===== src/rtl/shared_mux_arbiter_if.sv =====
// Requester-side and consumer-side signals of the shared mux channel.
// The arbiter takes the slave view; whoever drives requests/ready takes the master view.
interface shared_mux_arbiter_if #(
    parameter int N_REQ = 4,
    parameter int DW    = 8
);
    logic                  mode;
    logic [N_REQ-1:0]      req;
    logic [N_REQ*DW-1:0]   req_data;
    logic [N_REQ-1:0]      req_last;
    logic [N_REQ-1:0]      gnt;
    logic                  out_valid;
    logic [DW-1:0]         out_data;
    logic                  out_last;
    logic                  out_ready;
    logic                  timeout_err;
    logic                  busy;

    modport master (
        output mode, req, req_data, req_last, out_ready,
        input  gnt, out_valid, out_data, out_last, timeout_err, busy
    );

    modport slave (
        input  mode, req, req_data, req_last, out_ready,
        output gnt, out_valid, out_data, out_last, timeout_err, busy
    );
endinterface


===== src/rtl/shared_mux_arbiter.sv =====
// Burst-holding arbiter for one shared output channel: fixed-priority or round-robin
// selection, one-hot AND-OR output mux, and revocation of grants whose owner goes silent.
module shared_mux_arbiter #(
    parameter int N_REQ    = 4,
    parameter int DW       = 8,
    parameter int MAX_HOLD = 16
) (
    input  logic                 clk,
    input  logic                 rst_n,
    shared_mux_arbiter_if.slave  bus
);
    localparam int PW = (N_REQ > 1) ? $clog2(N_REQ) : 1;
    localparam int HW = $clog2(MAX_HOLD);

    typedef enum logic {IDLE, BUSY} state_e;

    state_e             state_q, state_d;
    logic [N_REQ-1:0]   gnt_q, gnt_d;
    logic [PW-1:0]      rr_ptr_q, rr_ptr_d;
    logic [HW-1:0]      hold_q, hold_d;
    logic               to_q, to_d;

    logic [N_REQ-1:0]   fp_oh, rot, rot_oh, rr_oh;
    logic [2*N_REQ-1:0] req2, oh2;
    logic [PW-1:0]      rr_nxt;
    logic               own_req, xfer;

    logic [N_REQ-1:0][DW-1:0] lane_data;
    logic [DW-1:0]            mux_data;

    function automatic logic [N_REQ-1:0] lowest(input logic [N_REQ-1:0] v);
        return v & (~v + N_REQ'(1));
    endfunction

    // Round-robin: rotate req so rr_ptr sits at bit 0, take the lowest one, rotate back.
    always_comb begin
        fp_oh  = lowest(bus.req);
        req2   = {bus.req, bus.req} >> rr_ptr_q;
        rot    = req2[N_REQ-1:0];
        rot_oh = lowest(rot);
        oh2    = {rot_oh, rot_oh} << rr_ptr_q;
        rr_oh  = oh2[2*N_REQ-1:N_REQ];
        rr_nxt = rr_ptr_q;
        for (int i = 0; i < N_REQ; i++) begin
            if (rr_oh[i]) rr_nxt = (i == N_REQ-1) ? '0 : PW'(i + 1);
        end
    end

    // Parallel select: each lane is masked by its own grant bit, then OR-reduced.
    for (genvar g = 0; g < N_REQ; g++) begin : g_lane
        assign lane_data[g] = bus.req_data[g*DW +: DW] & {DW{gnt_q[g]}};
    end

    always_comb begin
        mux_data = '0;
        for (int i = 0; i < N_REQ; i++) mux_data |= lane_data[i];
    end

    assign own_req         = |(bus.req & gnt_q);
    assign xfer            = own_req && bus.out_ready;
    assign bus.gnt         = gnt_q;
    assign bus.out_valid   = own_req;
    assign bus.out_data    = mux_data;
    assign bus.out_last    = |(bus.req_last & gnt_q);
    assign bus.timeout_err = to_q;
    assign bus.busy        = (state_q == BUSY);

    always_comb begin
        state_d  = state_q;
        gnt_d    = gnt_q;
        rr_ptr_d = rr_ptr_q;
        hold_d   = hold_q;
        to_d     = 1'b0;
        case (state_q)
            IDLE: begin
                if (|bus.req) begin
                    state_d = BUSY;
                    hold_d  = '0;
                    gnt_d   = bus.mode ? rr_oh : fp_oh;
                    if (bus.mode) rr_ptr_d = rr_nxt;
                end
            end
            BUSY: begin
                // Backpressure with the owner still requesting leaves hold_q untouched.
                if (xfer) begin
                    hold_d = '0;
                    if (bus.out_last) begin
                        state_d = IDLE;
                        gnt_d   = '0;
                    end
                end else if (!own_req) begin
                    if (hold_q == HW'(MAX_HOLD - 1)) begin
                        state_d = IDLE;
                        gnt_d   = '0;
                        to_d    = 1'b1;
                    end else begin
                        hold_d = hold_q + 1'b1;
                    end
                end
            end
            default: state_d = IDLE;
        endcase
    end

    always_ff @(posedge clk or negedge rst_n) begin
        if (!rst_n) begin
            state_q  <= IDLE;
            gnt_q    <= '0;
            rr_ptr_q <= '0;
            hold_q   <= '0;
            to_q     <= 1'b0;
        end else begin
            state_q  <= state_d;
            gnt_q    <= gnt_d;
            rr_ptr_q <= rr_ptr_d;
            hold_q   <= hold_d;
            to_q     <= to_d;
        end
    end
endmodule


===== src/flat_wrapper.sv =====
// flat-port wrapper written by rule: the top's interface ports become plain ports
module shared_mux_arbiter_flat 
#(
    parameter int N_REQ    = 4,
    parameter int DW       = 8,
    parameter int MAX_HOLD = 16
)
  (clk, rst_n, bus_mode, bus_req, bus_req_data, bus_req_last, bus_out_ready, bus_gnt, bus_out_valid, bus_out_data, bus_out_last, bus_timeout_err, bus_busy);
  shared_mux_arbiter_if #(.N_REQ(N_REQ), .DW(DW)) bus_i ();
  input  logic clk;
  input  logic rst_n;
  input wire logic [$bits(bus_i.mode)-1:0] bus_mode;
  input wire logic [$bits(bus_i.req)-1:0] bus_req;
  input wire logic [$bits(bus_i.req_data)-1:0] bus_req_data;
  input wire logic [$bits(bus_i.req_last)-1:0] bus_req_last;
  input wire logic [$bits(bus_i.out_ready)-1:0] bus_out_ready;
  output wire logic [$bits(bus_i.gnt)-1:0] bus_gnt;
  output wire logic [$bits(bus_i.out_valid)-1:0] bus_out_valid;
  output wire logic [$bits(bus_i.out_data)-1:0] bus_out_data;
  output wire logic [$bits(bus_i.out_last)-1:0] bus_out_last;
  output wire logic [$bits(bus_i.timeout_err)-1:0] bus_timeout_err;
  output wire logic [$bits(bus_i.busy)-1:0] bus_busy;
  assign bus_i.mode = bus_mode;
  assign bus_i.req = bus_req;
  assign bus_i.req_data = bus_req_data;
  assign bus_i.req_last = bus_req_last;
  assign bus_i.out_ready = bus_out_ready;
  assign bus_gnt = bus_i.gnt;
  assign bus_out_valid = bus_i.out_valid;
  assign bus_out_data = bus_i.out_data;
  assign bus_out_last = bus_i.out_last;
  assign bus_timeout_err = bus_i.timeout_err;
  assign bus_busy = bus_i.busy;
  shared_mux_arbiter #(.N_REQ(N_REQ), .DW(DW), .MAX_HOLD(MAX_HOLD)) u_core (.clk(clk), .rst_n(rst_n), .bus(bus_i));
endmodule

===== config.mk =====
export PLATFORM = sky130hd
export DESIGN_NAME = shared_mux_arbiter_flat
export DESIGN_NICKNAME = d
export VERILOG_FILES = /design/src/rtl/shared_mux_arbiter_if.sv /design/src/rtl/shared_mux_arbiter.sv /design/src/flat_wrapper.sv
export SDC_FILE = /design/constraint.sdc
export NUM_CORES = 1
export LEC_CHECK = 0
export BUFFER_PORTS_ARGS = -buffer_cell sky130_fd_sc_hd__buf_2
export CAP_MARGIN = 20
export CORE_MARGIN = 4
export CORE_UTILIZATION = 40
export CTS_CLUSTER_SIZE = 28
export DETAILED_ROUTE_END_ITERATION = 6
export PLACE_DENSITY = 0.74
export SLEW_MARGIN = 40
export SYNTH_ARGS = -nofsm -noshare
export SYNTH_HDL_FRONTEND = slang
export SYNTH_SLANG_ARGS = --single-unit

===== constraint.sdc =====
create_clock -name clk -period 2.1 [get_ports clk]
set_input_delay 0.21 -clock clk [delete_from_list [all_inputs] [get_ports clk]]
set_output_delay 0.21 -clock clk [all_outputs]
set_load 0.01 [all_outputs]

==> impl_metrics.py, run 1 <==
metrics = {
    "outcome": {
        "status": "finished clean",
    },
    "worst_setup_path": {
        "cp.arrival_ns": 1.91,
        "max_stage_delay_ns": 0.54,
        "end_kind": "flip-flop",
        "crit_start": "u_core.bus.gnt[2]",
        "required_ns": 2.26,
        "r2r_cells": 5,
        "worst_r2r_endpoint": "u_core.hold_q[2]",
        "worstSetupEndpoint": "u_core.hold_q[2]",
        "crit_chain": "a22o_4 -> nor2_4 -> inv_2 -> or3_1 -> a31o_1",
        "cp-start-kind": "flip-flop",
        "slowest_stage": "dfrtp_1",
        "reg2reg_slack_ns": 0.35,
        "critPathKind": "flip-flop to flip-flop",
        "reg2reg_from": "u_core.bus.gnt[2]",
        "path_max_fanout": 13,
    },
    "logic_synthesis": {
        "synth_seq_cells": 12,
        "syn_nets": 168,
        "ys_seq_area_share_pct": 28.8,
        "syn-instance-count": 123,
        "postSynthAreaPerCell_um2": 8.48,
        "yosysWarnings": 0,
        "synth_cell_types": 43,
        "synthesis.area_mm2": 0.00104,
    },
    "power_and_ir_drop": {
        "seqPwrFrac_pct": 29.8,
        "clkPwrFrac_pct": 11.8,
        "comb_power_share_pct": 58.5,
        "p_sw_mw": 0.732,
        "netSwitchingFraction_pct": 46.2,
        "power.leakage_nw": 0.690,
        "intPower_mw": 0.852,
        "pwr_density_cell_mw_per_mm2": 1150,
        "max-vdd-ir-drop_mv": 0.637,
    },
    "cells_and_area": {
        "multi_input_area_um2": 673,
        "drive_above_1_share_pct": 41.8,
        "seq_area_um2": 300,
        "most-common-layout-cells": "59 x buf_2, 20 x a22oi_1, 12 x nand2_1, 12 x dfrtp_1, 8 x a21oi_1",
        "stdcell_count": 207,
        "area_growth_pct": 32.1,
        "diodes": 0,
        "mostFrequentLayoutCell": "buf_2",
        "final_nets": 223,
        "fillerInstances": 237,
    },
    "clock_tree": {
        "clkLatencyLatePin_ns": 0.27,
        "cts_resized": 0,
        "cts_buffers": 3,
        "clk_path_buf_depth": 2,
        "clock_sinks": 12,
        "cts_tree": "yes",
        "cts_setup_buffers": 0,
        "htree_levels": 1,
        "cts-root-buf": "clkbuf_4",
        "cts.clk_slew.worst_paths_ns": 0.08,
        "cts_hold_buf": 1,
    },
    "timing": {
        "finalHoldViolCount": 0,
        "skew_ns": 0.00105,
        "fin_crit_ns": 1.75,
        "setup_tns_ns": 0,
        "slew_headroom_pct": 63.5,
        "tightest_slew_ns": 0.546,
        "fin_crit_sh_pct": 83.2,
        "final.hold.worst_slack_ns": 0.289,
        "drv_slew": 0,
        "setup_viol": 0,
        "fmax_mhz": 573,
        "rsz0062_at_grt": "no",
    },
    "global_routing": {
        "overflow": 0,
        "use_met1_pct": 26.2,
        "grt_pass1_wl_um": 5140,
        "grt_max_degree": 15,
        "antenna_found_initial": 0,
        "grt_use_total_pct": 18.9,
        "met3_usage_pct": 2.61,
        "grt_pass1_vias": 1192,
        "busiest_layer": "met2",
        "grt_use_met2_pct": 29.2,
    },
    "flow_run": {
        "maxCapViolations": 0,
    },
    "routing": {
        "drtIter0Drc": 64,
        "wl_per_cell_um": 15.3,
        "remaining_drc_errors": 0,
        "detail_route.vias_per_cell": 5.86,
        "ant_nets": 0,
        "firstDrtPassIters": 5,
        "vias": 1213,
        "routed_wl_um": 3170,
    },
    "floorplan": {
        "initial_core_util_pct": 42.1,
        "die_y_um": 59.1,
        "die-area_mm2": 0.00349,
        "ios": 60,
        "die_width_um": 59.1,
        "core_mm2": 0.00248,
        "rows": 18,
    },
    "place": {
        "gp_congestion": 0.797,
        "place_inst": 202,
        "portBuffers": 59,
        "dpl.hpwl_um": 2410,
    },
    "worst_hold_path": {
        "min_path_type": "input pin to flip-flop",
        "min_from": "bus_mode",
    },
}
## power by group through the flow
stage | Sequential, mW | Combinational [mW] | Clock, mW
3_3_place_gp | 0.460 | 0.903 | 0
4_1_cts | 0.467 | 0.931 | 0.193
2_1_floorplan | 0.394 | 0.701 | 0
3_5_place_dp | 0.472 | 0.927 | 0
5_1_grt | 0.486 | 1.04 | 0.202
6_report | 0.471 | 0.926 | 0.187
## stage by stage
step           power, mW  cell area (um2)  worst slack, ns  util, %
3_5_place_dp        1.40             1330            0.373     53.8
3_3_place_gp        1.36             1330            0.438     53.8
6_report            1.58             1380            0.353     55.7
4_1_cts             1.59             1380            0.365     55.7
2_1_floorplan       1.09             1040            0.534        -
5_1_grt             1.73             1380            0.256     55.7
## sequential cells by signal, indices dropped and copies added, names as in the netlist
| signal | count |
|---|---|
| u_core.bus.timeout_err | 1 |
| u_core.rr_ptr_q | 2 |
| u_core.bus.gnt | 4 |
| u_core.bus.busy | 1 |
| u_core.hold_q | 4 |
## critical path: cells and delay by family (launching register included)
kind | cells | cell delay [ns]
compound gates | 2 | 0.57
flops | 1 | 0.54
simple gates | 2 | 0.46
buf+inv | 1 | 0.08
## worst min-delay path by stage
stage,to,slack [ns],depth (start not counted)
finish,u_core.rr_ptr_q[1],0.29,3
global route,u_core.rr_ptr_q[1],0.31,3
CTS,u_core.rr_ptr_q[1],0.28,3
detailed placement,u_core.hold_q[3],0.11,1
global placement,u_core.hold_q[0],0.1,1
floorplan,u_core.bus.busy,-0.09,0
## cell usage after synthesis
cell / number / share of area, %
nand3_1: 5 / 2.4
o221ai_1: 1 / 0.84
clkinv_1: 1 / 0.36
nand2b_1: 3 / 1.8
a31o_1: 2 / 1.7
mux2i_1: 2 / 1.9
a21oi_1: 8 / 3.8
nor4_1: 2 / 1.2
a32o_1: 2 / 1.9
a21boi_0: 1 / 0.72
a22o_4: 1 / 1.7
nor2_1: 3 / 1.1
nor2_4: 1 / 1.1
nor4_4: 1 / 2.0
or3_1: 3 / 1.8
nand4_1: 1 / 0.60
a41o_1: 1 / 0.96
buf_2: 2 / 0.96
and3_1: 1 / 0.60
nand3b_1: 1 / 0.72
dfrtp_1: 12 / 29
clkbuf_1: 8 / 2.9
a311oi_2: 1 / 1.4
inv_2: 1 / 0.36
a31oi_1: 1 / 0.60
o31ai_1: 1 / 0.72
a22o_1: 5 / 4.2
nor3_1: 1 / 0.48
buf_6: 1 / 1.1
a21bo_2: 1 / 0.96
nor2b_1: 1 / 0.60
a221o_1: 1 / 0.96
nand2_1: 12 / 4.3
inv_1: 1 / 0.36
o22ai_1: 1 / 0.60
nor4_2: 1 / 1.2
a31o_2: 2 / 1.7
a22oi_1: 20 / 14
buf_4: 1 / 0.72
ha_1: 1 / 1.2
o21ai_0: 6 / 2.9
o211ai_1: 1 / 0.72
a21o_1: 1 / 0.72
## layout make-up
type,count,share of cell area (%)
multi-input cells,96,48.8
repair buffers,62,23.2
flip-flops and latches,12,21.8
well taps,30,2.72
clock buffers,4,2.63
inverters,3,0.817
## per-layer routing
layer / share of wire [%] / vias up
met3: 5.8 / 2
li1: - / 595
met1: 41 / 576
met2: 53 / 40
met5: 0 / -
met4: 0.63 / 0
## cells by family (layout without fill, tap and decap cells)
family / Yosys count / count (layout) / share of synthesized area, %
muxes: 2 / 2 / 1.92
buffers and inverters: 15 / 69 / 6.71
AOI/OAI and AO/OA: 57 / 57 / 41.5
DFF: 12 / 12 / 28.8
adders and majority gates: 1 / 1 / 1.20
and+or+nand+nor: 36 / 36 / 19.9
Power figures use the tool's default switching activity.
==> run 2: changes to the inputs <==
Settings changed: ABC_AREA set to 1.
Clock period 2.1 ns to 1.53 ns, I/O delays scaled along.
==> impl_metrics.py, run 2 <==
metrics = {
    "logic_synthesis": {
        "postSynthAreaPerCell_um2": 6.37,
        "synthesis.area_mm2": 0.00122,
        "synth_seq_cells": 12,
        "synth_top_cells_by_count": "86 x nand2_1, 18 x nand3_1, 13 x nand4_1",
        "synth-edff-count": 0,
        "syn_nets": 236,
        "yosysMostFrequentCell": "nand2_1",
        "synth_flop_cell": "dfrtp_1",
        "synth_cell_types": 24,
        "synth.largest_area_cell": "nand2_1",
        "yosys.area.top_type_share_pct": 26.5,
        "synthArstFlopShare_pct": 100,
        "ys_seq_area_share_pct": 24.7,
        "syn-instance-count": 191,
        "yosysWarnings": 0,
        "ys_top_cells_by_area": "nand2_1 27%, dfrtp_1 25%, nand3_1 7.4%",
    },
    "cells_and_area": {
        "most-common-layout-cells": "76 x nand2_1, 59 x buf_2, 16 x buf_4, 15 x nand2_2",
        "seq_area_um2": 303,
        "area_growth_pct": 43.0,
        "fillerInstances": 261,
        "stdcell_count": 295,
        "drive_above_1_share_pct": 47.3,
        "mostFrequentLayoutCell": "nand2_1",
        "final_nets": 311,
        "multi_input_area_um2": 883,
        "diodes": 0,
    },
    "timing": {
        "final.hold.worst_slack_ns": 0.195,
        "setup_slack_ns": 0.0411,
        "setup_tns_ns": 0,
        "fin_crit_ns": 1.49,
        "fmax_mhz": 672,
        "drv_slew": 0,
        "rsz0062_at_grt": "yes",
        "skew_ns": 0.00354,
        "finalHoldViolCount": 0,
        "fin_crit_sh_pct": 97.3,
        "tightest_slew_ns": 0.337,
        "setup_viol": 0,
        "slew_headroom_pct": 77.5,
    },
    "floorplan": {
        "die_y_um": 63.2,
        "rows": 19,
        "initial_core_util_pct": 43.0,
        "ios": 60,
        "die_width_um": 63.2,
        "die-area_mm2": 0.00399,
        "core_mm2": 0.00283,
    },
    "place": {
        "portBuffers": 59,
        "pre_cts_ws_ns": -0.0163,
        "gp_congestion": 0.866,
        "dpl.hpwl_um": 2710,
        "place_inst": 285,
    },
    "global_routing": {
        "grt_max_degree": 13,
        "grt_pass1_vias": 1255,
        "grt_pass1_wl_um": 5650,
        "grt_use_total_pct": 17.1,
        "antenna_found_initial": 0,
        "overflow": 0,
    },
    "power_and_ir_drop": {
        "fin_total_pwr_mw": 3.01,
        "max-vdd-ir-drop_mv": 0.937,
        "pwr_density_cell_mw_per_mm2": 1730,
        "power.leakage_nw": 0.960,
    },
    "worst_hold_path": {
        "hold_end": "u_core.bus.gnt[1]",
        "min_path_type": "input pin to flip-flop",
        "hold_path_depth": 4,
        "min_from": "bus_mode",
    },
    "routing": {
        "detail_route.vias_per_cell": 5.15,
        "firstDrtPassIters": 4,
        "vias": 1519,
        "routed_wl_um": 3690,
        "remaining_drc_errors": 0,
        "drtIter0Drc": 37,
        "ant_nets": 0,
        "wl_per_cell_um": 12.5,
    },
    "worst_setup_path": {
        "cp.arrival_ns": 1.70,
        "reg2reg_from": "u_core.rr_ptr_q[0]",
        "worst_r2r_endpoint": "u_core.bus.gnt[3]",
        "path_max_fanout": 6,
        "critPathKind": "flip-flop to flip-flop",
        "end_kind": "flip-flop",
        "r2r_cells": 13,
        "reg2reg_slack_ns": 0.04,
        "required_ns": 1.74,
        "cp-start-kind": "flip-flop",
    },
    "clock_tree": {
        "htree_levels": 1,
        "clock_sinks": 12,
        "clkLatencyLatePin_ns": 0.27,
        "cts_tree": "yes",
        "cts_buffers": 3,
        "cts.clk_slew.worst_paths_ns": 0.07,
        "cts-root-buf": "clkbuf_4",
        "clk_path_buf_depth": 2,
    },
    "flow_run": {
        "maxCapViolations": 0,
    },
    "outcome": {
        "status": "finished clean",
    },
}
## run 2: cell count changes after synthesis, moves of 5 or more
cell | previous run | this run
inv_1 | 1 | 10
nand2_2 | 0 | 7
clkbuf_1 | 8 | 0
a21oi_1 | 8 | 2
a22o_1 | 5 | 0
nand4_1 | 1 | 13
nand3_1 | 5 | 18
nand2_1 | 12 | 86
nand3_2 | 0 | 7
a22oi_1 | 20 | 0
## run 2: how the worst max path moves through the flow
stage	start	end	slack (ns)	cells past startpoint
5_1_grt	u_core.rr_ptr_q[0]	u_core.bus.gnt[3]	-0.07	13
6_report	u_core.rr_ptr_q[0]	u_core.bus.gnt[3]	0.04	13
3_5_place_dp	u_core.rr_ptr_q[0]	u_core.rr_ptr_q[0]	-0.02	11
3_3_place_gp	u_core.rr_ptr_q[0]	u_core.rr_ptr_q[1]	-0.001	11
2_1_floorplan	u_core.bus.gnt[2]	u_core.bus.gnt[2]	0.18	8
4_1_cts	u_core.rr_ptr_q[1]	u_core.rr_ptr_q[0]	0.06	10
## run 2: repair_timing
item,4_1_cts,5_1_grt
pin swaps,0,7
setup buffers,0,6
resized for setup,1,24
endpoints found under the setup margin,4,6
hold buffers,1,0
hold endpoints to repair,12,0
## run 2: cell type report
class                   count  share of cell area, %
repair buffers             77                   25.1
clock buffers               3                   1.29
well taps                  31                   2.23
flip-flops and latches     12                   17.4
multi-input cells         158                   50.8
inverters                  14                   3.24
## run 2: critical path, cell delays in order (launching register included)
cell and delay (ns):
dfrtp_2 0.48, inv_4 0.12, nand2_4 0.06, nand2_2 0.05, nand2_1 0.07, nand2_2 0.07, nand2_2 0.07, nor2_4 0.12
nand2_2 0.08, nand3_2 0.08, nand2_2 0.07, nand2_1 0.06, nand2_1 0.05, nand2_1 0.05
## run 2: cell families (layout without fill, tap and decap cells)
kind of cell / Yosys count / after routing / synth area share (%)
AND/OR/NAND/NOR: 146 / 146 / 60.2
buffers and inverters: 21 / 94 / 8.32
flip-flops: 12 / 12 / 24.7
AO/OA/AOI/OAI: 8 / 8 / 3.49
XOR/XNOR: 2 / 2 / 1.44
adder cells (fa/ha/maj): 1 / 1 / 1.03
multiplexers: 1 / 1 / 0.822
## run 2: stage by stage
step | utilization, % | instance area (um2)
final | 61.5 | 1740
after detailed placement | 56.1 | 1590
after CTS | 57.3 | 1620
after floorplan | - | 1220
after global placement | 56.1 | 1590
after global routing | 61.5 | 1740
## run 2: metal layers
| metal | up-vias | wire length [um] | GRT usage (%) |
|---|---|---|---|
| met3 | 4 | 343 | 4.44 |
| met5 | - | 0 | 0 |
| li1 | 770 | - | - |
| met2 | 64 | 1790 | 28.2 |
| met1 | 681 | 1530 | 22.4 |
| met4 | 0 | 25 | 4.04 |
## run 2: power breakdown
group          internal (mW)  switching [mW]
logic                  0.934            1.29
clock network         0.0912           0.104
registers              0.436           0.161
total                   1.46            1.55
